`config.mk`:
```
export PLATFORM = sky130hd
export DESIGN_NAME = regfile_bypass_sb
export DESIGN_NICKNAME = d
export VERILOG_FILES = /design/src/rtl/regfile_pkg.sv /design/src/rtl/regfile_rd_port.sv /design/src/rtl/regfile_bypass_sb.sv
export SDC_FILE = /design/constraint.sdc
export NUM_CORES = 1
export LEC_CHECK = 0
export BUFFER_PORTS_ARGS = -buffer_cell sky130_fd_sc_hd__clkbuf_2
export CAP_MARGIN = 15
export CORE_ASPECT_RATIO = 2
export CORE_MARGIN = 2
export CORE_UTILIZATION = 30
export CTS_CLUSTER_DIAMETER = 120
export DETAILED_ROUTE_END_ITERATION = 8
export GPL_ROUTABILITY_DRIVEN = 0
export PLACE_DENSITY = 0.52
export REMOVE_ABC_BUFFERS = 1
export SYNTH_ARGS = -nofsm -noshare
export SYNTH_HDL_FRONTEND = slang
export SYNTH_HIERARCHICAL = 1
export SYNTH_SLANG_ARGS = --single-unit
```
`constraint.sdc`:
```
create_clock -name clk -period 13.45 [get_ports clk]
set_input_delay 2.0175 -clock clk [delete_from_list [all_inputs] [get_ports clk]]
set_output_delay 2.0175 -clock clk [all_outputs]
set_load 0.01 [all_outputs]
```
`src/rtl/regfile_pkg.sv`:
```
// regfile_pkg: shared FSM encoding and default datapath widths for the register file
package regfile_pkg;
    typedef enum logic {ST_IDLE = 1'b0, ST_CLEAR = 1'b1} state_t;
    localparam int RF_DATA_W = 8;
    localparam int RF_ADDR_W = 4;
endpackage

```
`src/rtl/regfile_rd_port.sv`:
```
// regfile_rd_port: one read port with zero-register masking, write bypass and busy lookup
module regfile_rd_port #(
    parameter int DATA_W   = 8,
    parameter int ADDR_W   = 4,
    parameter int ZERO_REG = 0,
    parameter int BYPASS   = 1
) (
    input  logic [2**ADDR_W-1:0][DATA_W-1:0] regs,
    input  logic [2**ADDR_W-1:0]             busy_vec,
    input  logic                             fwd_en,
    input  logic [ADDR_W-1:0]                wr_addr,
    input  logic [DATA_W-1:0]                wr_data,
    input  logic [ADDR_W-1:0]                addr,
    output logic [DATA_W-1:0]                data,
    output logic                             busy
);
    logic zero, hit;
    assign zero = (ZERO_REG != 0) && addr == '0;
    assign hit  = (BYPASS != 0) && fwd_en && wr_addr == addr && !zero;
    assign data = zero ? '0 : hit ? wr_data : regs[addr];
    assign busy = !zero && !hit && busy_vec[addr];
endmodule

```
`src/rtl/regfile_bypass_sb.sv`:
```
// regfile_bypass_sb: 2R/1W register file with bypass, busy scoreboard and sequential bulk clear
module regfile_bypass_sb
    import regfile_pkg::*;
#(
    parameter int DATA_W   = RF_DATA_W,
    parameter int ADDR_W   = RF_ADDR_W,
    parameter int ZERO_REG = 0,
    parameter int BYPASS   = 1
) (
    input  logic              clk,
    input  logic              rst,
    input  logic              wr_en,
    input  logic [ADDR_W-1:0] wr_addr,
    input  logic [DATA_W-1:0] wr_data,
    input  logic [ADDR_W-1:0] rd_addr_a,
    input  logic [ADDR_W-1:0] rd_addr_b,
    output logic [DATA_W-1:0] rd_data_a,
    output logic [DATA_W-1:0] rd_data_b,
    input  logic              rsv_en,
    input  logic [ADDR_W-1:0] rsv_addr,
    output logic              busy_a,
    output logic              busy_b,
    input  logic              clr_req,
    output logic              clr_busy
);
    localparam int DEPTH = 2**ADDR_W;
    state_t                         state;
    logic [ADDR_W-1:0]              cnt;
    logic [DEPTH-1:0][DATA_W-1:0]   regs;
    logic [DEPTH-1:0]               busy, busy_nxt;
    logic                           idle, wr_ok;
    assign idle     = state == ST_IDLE;
    assign clr_busy = state == ST_CLEAR;
    assign wr_ok    = wr_en && !((ZERO_REG != 0) && wr_addr == '0);
    // reserve is applied after release so a same-cycle reserve keeps the entry busy
    always_comb begin
        busy_nxt = busy;
        if (wr_en) busy_nxt[wr_addr] = 1'b0;
        if (rsv_en) busy_nxt[rsv_addr] = 1'b1;
        if (ZERO_REG != 0) busy_nxt[0] = 1'b0;
    end
    always_ff @(posedge clk or posedge rst) begin
        if (rst) begin
            state <= ST_IDLE;
            cnt   <= '0;
            regs  <= '0;
            busy  <= '0;
        end else if (idle) begin
            if (clr_req) begin
                state <= ST_CLEAR;
                cnt   <= '0;
                busy  <= '0;
            end else begin
                busy <= busy_nxt;
                if (wr_ok) regs[wr_addr] <= wr_data;
            end
        end else begin
            regs[cnt] <= '0;
            cnt       <= cnt + ADDR_W'(1);
            if (&cnt) state <= ST_IDLE;
        end
    end
    regfile_rd_port #(.DATA_W(DATA_W), .ADDR_W(ADDR_W), .ZERO_REG(ZERO_REG), .BYPASS(BYPASS)) u_port_a (
        .regs(regs), .busy_vec(busy), .fwd_en(wr_en && idle), .wr_addr(wr_addr), .wr_data(wr_data),
        .addr(rd_addr_a), .data(rd_data_a), .busy(busy_a)
    );
    regfile_rd_port #(.DATA_W(DATA_W), .ADDR_W(ADDR_W), .ZERO_REG(ZERO_REG), .BYPASS(BYPASS)) u_port_b (
        .regs(regs), .busy_vec(busy), .fwd_en(wr_en && idle), .wr_addr(wr_addr), .wr_data(wr_data),
        .addr(rd_addr_b), .data(rd_data_b), .busy(busy_b)
    );
endmodule

```
Word level (Yosys, flattened, before mapping)
Index checks and enable logic that the tools add are counted.

Flip-flop bits (word level): 149. Bits of input ports: 29. Output and inout bits: 19. Logic and storage cells: 81.

$add $sub $neg: 1. $lt $le $gt $ge: 8. Equal/unequal tests: 3. Multiplexer cells: 30. Bitwise operators: 6. Reduce and logical (&&, ||, !) cells: 14.

Operators by type and width (number): two-way mux 128 bit (3); AND 128 bit (1); bitwise mux 128 bit (1); inverter 128 bit (1); binary-select mux 8 bit (select 4 bit) (2); demux 8 bit (select 4 bit) (2); two-way mux 16 bit (3); two-way mux 8 bit (6); less-than comparator 4 x 5 -> 1 bit (second input constant) (5); AND 16 bit (1); inverter 16 bit (1); bitwise OR 16 bit (1); >= comparator 4 x 1 -> 1 bit (second input constant) (3); binary-select mux 1 bit (select 4 bit) (2); demux 1 bit (select 4 bit) (2); == test 4 bit (2); logical AND 1 bit (8); two-way mux 4 bit (2); two-way mux 1 bit (7); adder 4 x 1 -> 4 bit (second input constant) (1); AND reduction 4 bit (1); nonzero test 2 bit (2); logical NOT 1 bit (2); != test 2 x 1 -> 1 bit (second input constant) (1); other kinds (2) (2).

Longest topological paths before layout
Depth in word-level cells: 10. Gate-level depth with buffers: 6. Gate-level depth less buffers: 5.

Hierarchy
The synthesis kept the hierarchy.

Modules (own cells, without submodules): regfile_bypass_sb (instances 1, cells each 720, area an instance 6663.9 sq um, sequential area each 3728.6 sq um); regfile_rd_port (instances 2, cells each 89, area an instance 1426.4 sq um, sequential area each 0.0 sq um).

Least setup slack after synthesis
Ideal clock, no wire load.

Path type: input to output. Start point: input port rd_addr_a[0]. End point: output port rd_data_a[1]. Arrival: 3.327 ns. Data required time: 11.432 ns. Setup slack: 8.106 ns. Stages: 6. Buffers on the path: 2. Cell sequence: buf_6 -> buf_6 -> mux4_1 -> mux2i_1 -> mux2i_1 -> mux2_2.

Cells in the longest elaborated chain, start to end: 3. Elaborated cells between the ends (all ways): 5. Those cells by class: eq/ne (1); mux (3); reduce/logical (1).

RTL lines: start, declared (line regfile_bypass_sb.sv:15) `input logic [ADDR_W-1:0] rd_addr_a,`; binary-select mux 8 bit (select 4 bit) or == test 4 bit (tied branches) (line regfile_rd_port.sv:20, regfile_rd_port.sv:19); two-way mux 8 bit (implied by the code) or logical AND 1 bit (tied branches) (line regfile_rd_port.sv:20, regfile_rd_port.sv:19); two-way mux 8 bit (*) (line regfile_rd_port.sv:20) `assign data = zero ? '0 : hit ? wr_data : regs[addr];`; end, declared (line regfile_bypass_sb.sv:17) `output logic [DATA_W-1:0] rd_data_a,`.

Mark *: on every way between the ends. The rest lies on a longest branch, timed or not. The select of a mux whose other input is x is not followed.

Worst setup path after layout
Start point: input port rd_addr_b[0]. End point: output port rd_data_b[7].

Cells in the longest elaborated chain, start to end: 3. Elaborated cells between the ends (all ways): 5. Those cells by class: eq/ne (1); mux (3); reduce/logical (1).

RTL lines: start, declared (line regfile_bypass_sb.sv:16) `input logic [ADDR_W-1:0] rd_addr_b,`; binary-select mux 8 bit (select 4 bit) or == test 4 bit (tied branches) (line regfile_rd_port.sv:20, regfile_rd_port.sv:19); two-way mux 8 bit (implied by the code) or logical AND 1 bit (tied branches) (line regfile_rd_port.sv:20, regfile_rd_port.sv:19); two-way mux 8 bit (*) (line regfile_rd_port.sv:20); end, declared (line regfile_bypass_sb.sv:18) `output logic [DATA_W-1:0] rd_data_b,`.

Marked as above.

==> results.yml <==
run_status:
  outcome: "completed"
final_layout:
  layout_commonest_cell: "dfrtp_1"
  fill_cells: 3177
  diodes: 0
  stdcell_count: 1316
  drive_gt1_frac: 0.1478
  final_cell_mix: "dfrtp_1, nand3_1, nand2_1, o21ai_0, o21ai_1"
  area_delta_synth_final_pct: 10.75
  nets: 914
clock_tree:
  cts_buffers: 17
  clockBufferDepth: 2
  clk_latency_ns: 0.44
  root_buffer: "clkbuf_16"
  post_cts_buffers: 0
  htree_levels: 4
  cts.repair.resized: 0
  cts.clk_slew.worst_paths_ns: 0.06
  cts_tree: "done"
  clock_sinks: 149
  cts_hold_buf: 0
critical_path:
  r2r-start: "clr_busy"
  reg2reg_depth: 5
  critPathCaptureType: "output port"
  cp_max_fo: 37
  arrival_ns: 4.32
  critPathRequiredTime_ns: 11.43
  start_kind: "input port"
  max_stage_delay_ns: 0.71
  r2r_end: "regs[120]"
  reg2reg_setup_slack_ns: 11.25
  cp_cell_sequence: "clkbuf_2 > buf_4 > mux4_1 > mux2i_1 > mux2i_1 > mux2_2 > clkbuf_2"
  crit_slowest_cell: "mux4_1"
  path_class: "input port to output port"
route:
  drt-total-wl_um: 32780
  via_count: 7547
  ant_nets: 0
  drtIter0Drc: 578
  drc: 0
  avgViaCountPerCell: 5.735
  dr.pass1.iters: 5
  wl_per_cell_um: 24.91
power:
  peakVddDrop_mv: 0.07550
  power_density_nw_per_um2: 191.5
  power.leakage_uw: 0.004574
floorplan:
  num_rows: 92
  core_area_um2: 31430
  die_y_um: 255.9
  initial_core_util: 0.3028
  die_x_um: 129.9
  dieArea_um2: 33250
  num_io_pins: 48
sta:
  fin_crit_sh: 0.4710
  tns_ns: 0
  min_period_ns: 6.335
  slew_headroom: 0.4148
  fin_skew_ns: 0.01031
  worst_pin_slew_ns: 0.8777
  finalSetupViolCount: 0
  final_max_slew_viol_count: 0
  hold_viol: 0
  fmax_mhz: 157.8
  grt_setup_unrepaired: "no"
place:
  io_buffers: 47
  place_inst: 1285
  hpwl_um: 22470
yosys:
  netlist_instances: 898
  synth_seq_cells: 149
  yosysTopAreaCellShare: 0.3918
  syn_area_per_cell_um2: 10.60
  ys_async_sr_fraction: 1.000
  synth_top_cell_by_area: "dfrtp_1"
  synth_seq_area_share: 0.3918
  synth_area_um2: 9517
  yosysWarningCount: 6
  yosysUniqueCellTypes: 41
  synth_top_flop_cell: "dfrtp_1"
  synth-edff-count: 0
  synth.area.top_cells: "dfrtp_1, mux4_1, nand3_1"
min_path:
  min_to: "regs[72]"
  min_from: "regs[72]"
  min_path_cells: 2
  hp-class: "register to register"
global_routing:
  antenna_found_initial: 0
  grt_pass1_wl_um: 48930
  overflow: 0
  grt_pass1_vias: 7548
  grt_use_total: 0.2012
  grt_max_degree: 93
run:
  drv_cap: 0
## area by class of cell
class	instances	area, um2	share of cell area
clock buffer	19	442.9	0.04202
clock inverter	12	180.2	0.01709
inverter	4	20.02	0.001899
multi-input combinational	647	5291	0.5020
sequential	149	3729	0.3538
tap	423	529.3	0.05021
timing repair buffer	62	347.8	0.03300
## stage by stage
stage               power, uW    util  setup WS [ns]  area, um2  hold slack, ns
finish                   2018  0.3354          7.115      10540          0.5247
CTS                      2023  0.3354          7.161      10540          0.5279
floorplan                1208       -          7.424       9014          0.4919
global placement         1481  0.3156          7.179       9917          0.5092
global route             2126  0.3354          7.135      10540          0.5516
detailed placement       1506  0.3156          7.167       9917          0.5198
## cell families (layout without fill, tap and decap cells)
kind of cell               Yosys count  after routing  synth area share
DFF                                149            149            0.3918
xor gates and xnor gates            10             10          0.009204
buffers and inverters              102             97           0.05443
muxes                              139            139            0.2668
and+or+nand+nor                    327            327            0.1788
AOI/OAI and AO/OA                  167            167           0.09374
adders and majority gates            4              4          0.005259
## critical path: cells and delay by family
| kind | cells | cell delay (ns) |
|---|---|---|
| muxes | 4 | 1.45 |
| buffers and inverters | 3 | 0.77 |
## routing by layer
layer	wire (um)	global-route usage	up-vias
met4	2272	0.1335	0
met2	17720	0.3613	288
met5	0	0	-
met1	11510	0.2110	3839
met3	1274	0.03052	90
li1	-	-	3330
## synthesized netlist by cell type, types with 2 or more instances
master     number
a211oi_1        4
and2_1         16
and3b_1         2
buf_1          11
buf_2          21
buf_4          11
buf_6           8
clkbuf_1       45
clkbuf_4        2
dfrtp_1       149
ha_1            4
inv_1           4
mux2_2         17
mux2i_1        50
mux4_1         60
mux4_2         12
nand2_1       132
nand2b_1        2
nand3_1       133
nand3b_1        6
nand4_1         4
nand4b_1        8
nand4bb_1       4
nor2b_1         4
nor4_4          3
nor4b_4         2
o211ai_1       16
o21ai_0        81
o21ai_1        64
or3b_2          3
or4_1           2
xnor2_1         3
xor2_1          7
## state kept, by name (all words and copies together), names as in the netlist
signal    cells
regs        128
clr_busy      1
cnt           4
busy         16
## worst max path at each step
| stage | from | endpoint | slack (ns) |
|---|---|---|---|
| finish | rd_addr_b[0] | rd_data_b[7] | 7.11 |
| global route | rd_addr_b[0] | rd_data_b[0] | 7.14 |
| CTS | rd_addr_b[0] | rd_data_b[0] | 7.16 |
| detailed placement | rd_addr_b[0] | rd_data_b[0] | 7.17 |
| global placement | rd_addr_b[0] | rd_data_b[0] | 7.18 |
| floorplan | rst | busy[0] | 7.42 |
## power breakdown
part | switching [uW] | internal (uW) | total (uW)
clock | 199 | 315 | 514
sequential | 166 | 644 | 809
combinational | 376 | 319 | 695
No activity file was read; power rests on OpenSTA's default activity.
